File: config.mk
export PLATFORM = sky130hd
export DESIGN_NAME = fft4_stream_ctrl
export DESIGN_NICKNAME = d
export VERILOG_FILES = /design/src/rtl/fft4_stream_ctrl.sv
export SDC_FILE = /design/constraint.sdc
export NUM_CORES = 1
export LEC_CHECK = 0
export CAP_MARGIN = 20
export CORE_MARGIN = 3
export CORE_UTILIZATION = 31
export DETAILED_ROUTE_END_ITERATION = 6
export GPL_TIMING_DRIVEN = 1
export PLACE_DENSITY = 0.61
export SLEW_MARGIN = 20
export SYNTH_ARGS = -nofsm -noshare
export SYNTH_HDL_FRONTEND = slang
export SYNTH_SLANG_ARGS = --single-unit
File: constraint.sdc
create_clock -name clk -period 2.5 [get_ports clk]
set_clock_uncertainty 0.05 [all_clocks]
set_input_delay 0.5 -clock clk [delete_from_list [all_inputs] [get_ports clk]]
set_output_delay 0.5 -clock clk [all_outputs]
set_load 0.02 [all_outputs]
File: src/rtl/fft4_stream_ctrl.sv
// Sequencer for the combinational 4-point FFT core: it collects four serial samples,
// captures the core's eight result words and streams four bins out with backpressure.
module fft4_stream_ctrl #(
  parameter int DW   = 4,
  parameter int CNTW = 8
) (
  input  logic            clk,
  input  logic            rst_n,
  input  logic            flush,
  input  logic            in_valid,
  output logic            in_ready,
  input  logic [DW-1:0]   in_data,
  output logic [DW-1:0]   core_x_0,
  output logic [DW-1:0]   core_x_1,
  output logic [DW-1:0]   core_x_2,
  output logic [DW-1:0]   core_x_3,
  input  logic [DW-1:0]   core_re_0,
  input  logic [DW-1:0]   core_re_1,
  input  logic [DW-1:0]   core_re_2,
  input  logic [DW-1:0]   core_re_3,
  input  logic [DW-1:0]   core_im_0,
  input  logic [DW-1:0]   core_im_1,
  input  logic [DW-1:0]   core_im_2,
  input  logic [DW-1:0]   core_im_3,
  output logic            out_valid,
  input  logic            out_ready,
  output logic [DW-1:0]   out_real,
  output logic [DW-1:0]   out_imag,
  output logic [1:0]      out_idx,
  output logic            out_last,
  output logic [CNTW-1:0] frames_done
);

  typedef enum logic [1:0] {LOAD, CALC, DRAIN} state_e;

  state_e               state_q, state_d;
  logic [1:0]           scnt_q, scnt_d;
  logic [1:0]           bcnt_q, bcnt_d;
  logic [3:0][DW-1:0]   x_q, x_d;
  logic [3:0][DW-1:0]   re_q, re_d;
  logic [3:0][DW-1:0]   im_q, im_d;
  logic [CNTW-1:0]      frames_q, frames_d;

  always_ff @(posedge clk or negedge rst_n) begin
    if (!rst_n) begin
      state_q  <= LOAD;
      scnt_q   <= '0;
      bcnt_q   <= '0;
      x_q      <= '0;
      re_q     <= '0;
      im_q     <= '0;
      frames_q <= '0;
    end else begin
      state_q  <= state_d;
      scnt_q   <= scnt_d;
      bcnt_q   <= bcnt_d;
      x_q      <= x_d;
      re_q     <= re_d;
      im_q     <= im_d;
      frames_q <= frames_d;
    end
  end

  // Flush wins over everything; samples and captured results are kept, only the counters restart.
  always_comb begin
    state_d  = state_q;
    scnt_d   = scnt_q;
    bcnt_d   = bcnt_q;
    x_d      = x_q;
    re_d     = re_q;
    im_d     = im_q;
    frames_d = frames_q;
    if (flush) begin
      state_d = LOAD;
      scnt_d  = '0;
      bcnt_d  = '0;
    end else begin
      case (state_q)
        LOAD: begin
          if (in_valid) begin
            x_d[scnt_q] = in_data;
            scnt_d      = scnt_q + 2'd1;
            if (scnt_q == 2'd3) state_d = CALC;
          end
        end
        CALC: begin
          re_d    = {core_re_3, core_re_2, core_re_1, core_re_0};
          im_d    = {core_im_3, core_im_2, core_im_1, core_im_0};
          bcnt_d  = '0;
          state_d = DRAIN;
        end
        DRAIN: begin
          if (out_ready) begin
            bcnt_d = bcnt_q + 2'd1;
            if (bcnt_q == 2'd3) begin
              state_d  = LOAD;
              frames_d = frames_q + CNTW'(1);
            end
          end
        end
        default: state_d = LOAD;
      endcase
    end
  end

  always_comb begin
    in_ready    = (state_q == LOAD);
    out_valid   = (state_q == DRAIN);
    out_idx     = bcnt_q;
    out_last    = (state_q == DRAIN) && (bcnt_q == 2'd3);
    out_real    = re_q[bcnt_q];
    out_imag    = im_q[bcnt_q];
    core_x_0    = x_q[0];
    core_x_1    = x_q[1];
    core_x_2    = x_q[2];
    core_x_3    = x_q[3];
    frames_done = frames_q;
  end

endmodule

==> flow_summary.ini, run 1 <==
[setup_path]
startpoint_type = flip-flop
crit_slowest_cell = clkdlybuf4s50_1
crit_family = buffers and inverters
crit_required_ns = 1.95
path_cells = ha_1 -> and2_1 -> clkdlybuf4s50_1
path_buf_inv = 1
cp-end-kind = output port
path_depth = 3
reg2reg_depth = 4
crit_arrival_ns = 1.84
cp_max_fo = 6
critPathMaxStageDelay_ns = 0.59
path_class = reg -> out

[detailed_routing]
drc = 0
viasPerCell = 4.65
drt-initial-drc-count = 56
wl_um = 5710
num_vias = 1777
ant_nets = 0
wl_per_cell_um = 14.9
drtPass1Iterations = 4

[finish]
fillers = 777
diodes = 0
instances_no_fill = 382
areaGrowthSynthToFinish_pct = 41.9
drive_gt1_share_pct = 31.0
finalNetCount = 319
final_cell_area_sq_um = 3910

[timing]
setup_violations = 0
finalMaxSlewViolations = 0
worst_slew_pin_slew_ns = 0.445
slew_headroom_pct = 70.3
rsz0062_at_grt = false
hold_viol = 0
period_minus_slack_ns = 2.39
fin_crit_sh_pct = 95.5
tns_ns = 0
hold_slack_ns = 0.119
fmax_mhz = 419

[clocking]
cts_hold_buf = 0
numCtsBuffers = 9
htreeDepth = 3
cts_tree = yes
cts_buffer_depth = 2
cts_num_sinks = 62
clockRootBuffer = clkbuf_8
clk_latency_ns = 0.33
cts.reportedPaths.clkPinSlew_ns = 0.07

[yosys]
yosysSeqAreaShare_pct = 56.3
synth_warnings = 0
syn_nets = 231
synth_area_sq_um = 2760
synth_top_area_cell = dfrtp_1
synth_top_cell_area_share_pct = 56.3
ys_types = 28
avgSynthCellArea_sq_um = 15.0
synth_seq_cells = 62
synthesis.instances = 184
ys_top_cells_by_area = dfrtp_1, mux2_2, mux4_2

[floorplanning]
start_util_pct = 32.7
die_w_um = 100
dieArea_sq_um = 10100
boundaryPins = 78
core_sq_um = 8420
row_count = 33
die_h_um = 100

[power]
power.leakage_uw = 0.00185
powerDensity_nw_per_um2 = 709
p_total_uw = 2770
ir_worst_vdd_uv = 460

[hold_path]
hold_path.class = in -> async

[global_route]
antenna_found_initial = 0
grt_max_degree = 36
grt_first_pass_wirelength_um = 9670
grt.overflow.total = 0
grt_pass1_vias = 1922
track_usage_pct = 12.4

[place]
dpl.cell_count = 366
gp_congestion = 0.669
io_buffers = 77
dpl-instance-area_sq_um = 3700
dp_hpwl_um = 4060

[outcome]
status = finished, final reports clean

[flow_run]
max_cap_violations = 0
[cell usage after synthesis]
master / count
a21oi_1: 3
a31oi_1: 2
and2_1: 1
buf_2: 3
buf_4: 3
clkbuf_1: 2
dfrtp_1: 62
ha_1: 6
inv_1: 3
mux2_2: 49
mux2i_1: 1
mux4_2: 8
nand2_1: 6
nand2b_1: 1
nand3_1: 3
nand4_1: 2
nand4b_1: 1
nand4b_4: 1
nor2_1: 6
nor2b_1: 2
nor3_1: 2
nor3b_1: 4
nor3b_2: 1
nor4_1: 2
nor4b_2: 1
nor4b_4: 1
xnor2_1: 1
xor2_1: 7
[path summary, 6_finish.rpt]
check	startpoint	endpoint	slack, ns
max reg2reg	out_idx[1]	frames_done[1]	0.84
min	rst_n	im_q[2]	0.12
min reg2reg	frames_done[7]	frames_done[7]	0.42
min in group clk	frames_done[7]	frames_done[7]	0.42
max in group asynchronous	rst_n	state_q[0]	1.91
max	out_idx[1]	out_last	0.11
[metal layers]
layer / global-route usage (%) / vias up / part of all wire (%)
li1: - / 850 / -
met1: 15.7 / 871 / 44
met2: 19.7 / 50 / 49
met3: 5.00 / 6 / 6.5
met4: 3.11 / 0 / 0.81
met5: 0 / - / 0
[what timing repair did]
action | 4_1_cts | 5_1_grt
buffers inserted | 0 | 0
setup endpoints to repair | 8 | 0
gates resized for setup | 8 | 0
[flip-flops by register name, summed over array words and instances, names as in the netlist]
signal	count
re_q	16
im_q	16
out_idx	2
core_x_2	4
core_x_0	4
state_q	2
core_x_3	4
scnt_q	2
core_x_1	4
frames_done	8
[per-stage QoR]
step                util [%]  setup WS, ns
global route            46.4        0.0151
floorplan                  -         0.561
finish                  46.4         0.112
detailed placement      43.9         0.236
global placement        43.9         0.243
CTS                     46.4        0.0521
[layout make-up]
| type | count | area, sq um | share of cell area [%] |
|---|---|---|---|
| Clock buffer | 10 | 138 | 3.52 |
| Inverter | 3 | 11.3 | 0.288 |
| Tap cell | 105 | 131 | 3.36 |
| Clock inverter | 6 | 85.1 | 2.17 |
| Sequential cell | 62 | 1550 | 39.7 |
| Timing Repair Buffer | 85 | 841 | 21.5 |
| Multi-Input combinational cell | 111 | 1150 | 29.5 |
[where the power goes]
group          switching, uW  total [uW]  internal [uW]
clock network            383         967            584
registers               70.7        1220           1150
logic                    250         589            339
total                    704        2770           2070
[placed cells by master, fill, tap and decap left out, drive strengths merged, types with 3 or more instances in the layout]
| master | instances |
|---|---|
| clkdlybuf4s50 | 68 |
| nor2 | 6 |
| a21oi | 3 |
| inv | 3 |
| mux4 | 8 |
| dfrtp | 62 |
| nand3 | 3 |
| mux2 | 49 |
| xor2 | 7 |
| ha | 6 |
| clkbuf | 10 |
| buf | 9 |
| dlygate4sd2 | 8 |
| nand2 | 6 |
| nor3b | 5 |
[kinds of logic after synthesis]
kind of cell,count (synthesis),share of synthesized area (%)
flip-flops,62,56.3
XOR/XNOR,8,2.54
adder cells (fa/ha/maj),6,2.72
multiplexers,58,26.9
AND/OR/NAND/NOR,34,8.49
AO/OA/AOI/OAI,5,0.998
buffers and inverters,11,2.04
[worst register-to-register path, stage by stage (launching register included)]
cell and delay, ns:
dfrtp_1 0.47, ha_1 0.30, nand4b_4 0.18, nor2_1 0.20
mux2_2 0.35
Note: power is estimated with default switching activity, not from simulation.
==> inputs of run 2 (changes only) <==
CAP_MARGIN = unset   (was 20)
==> results of run 2 <==
No change in the layout: final DEF, timing and power equal those of run 1.
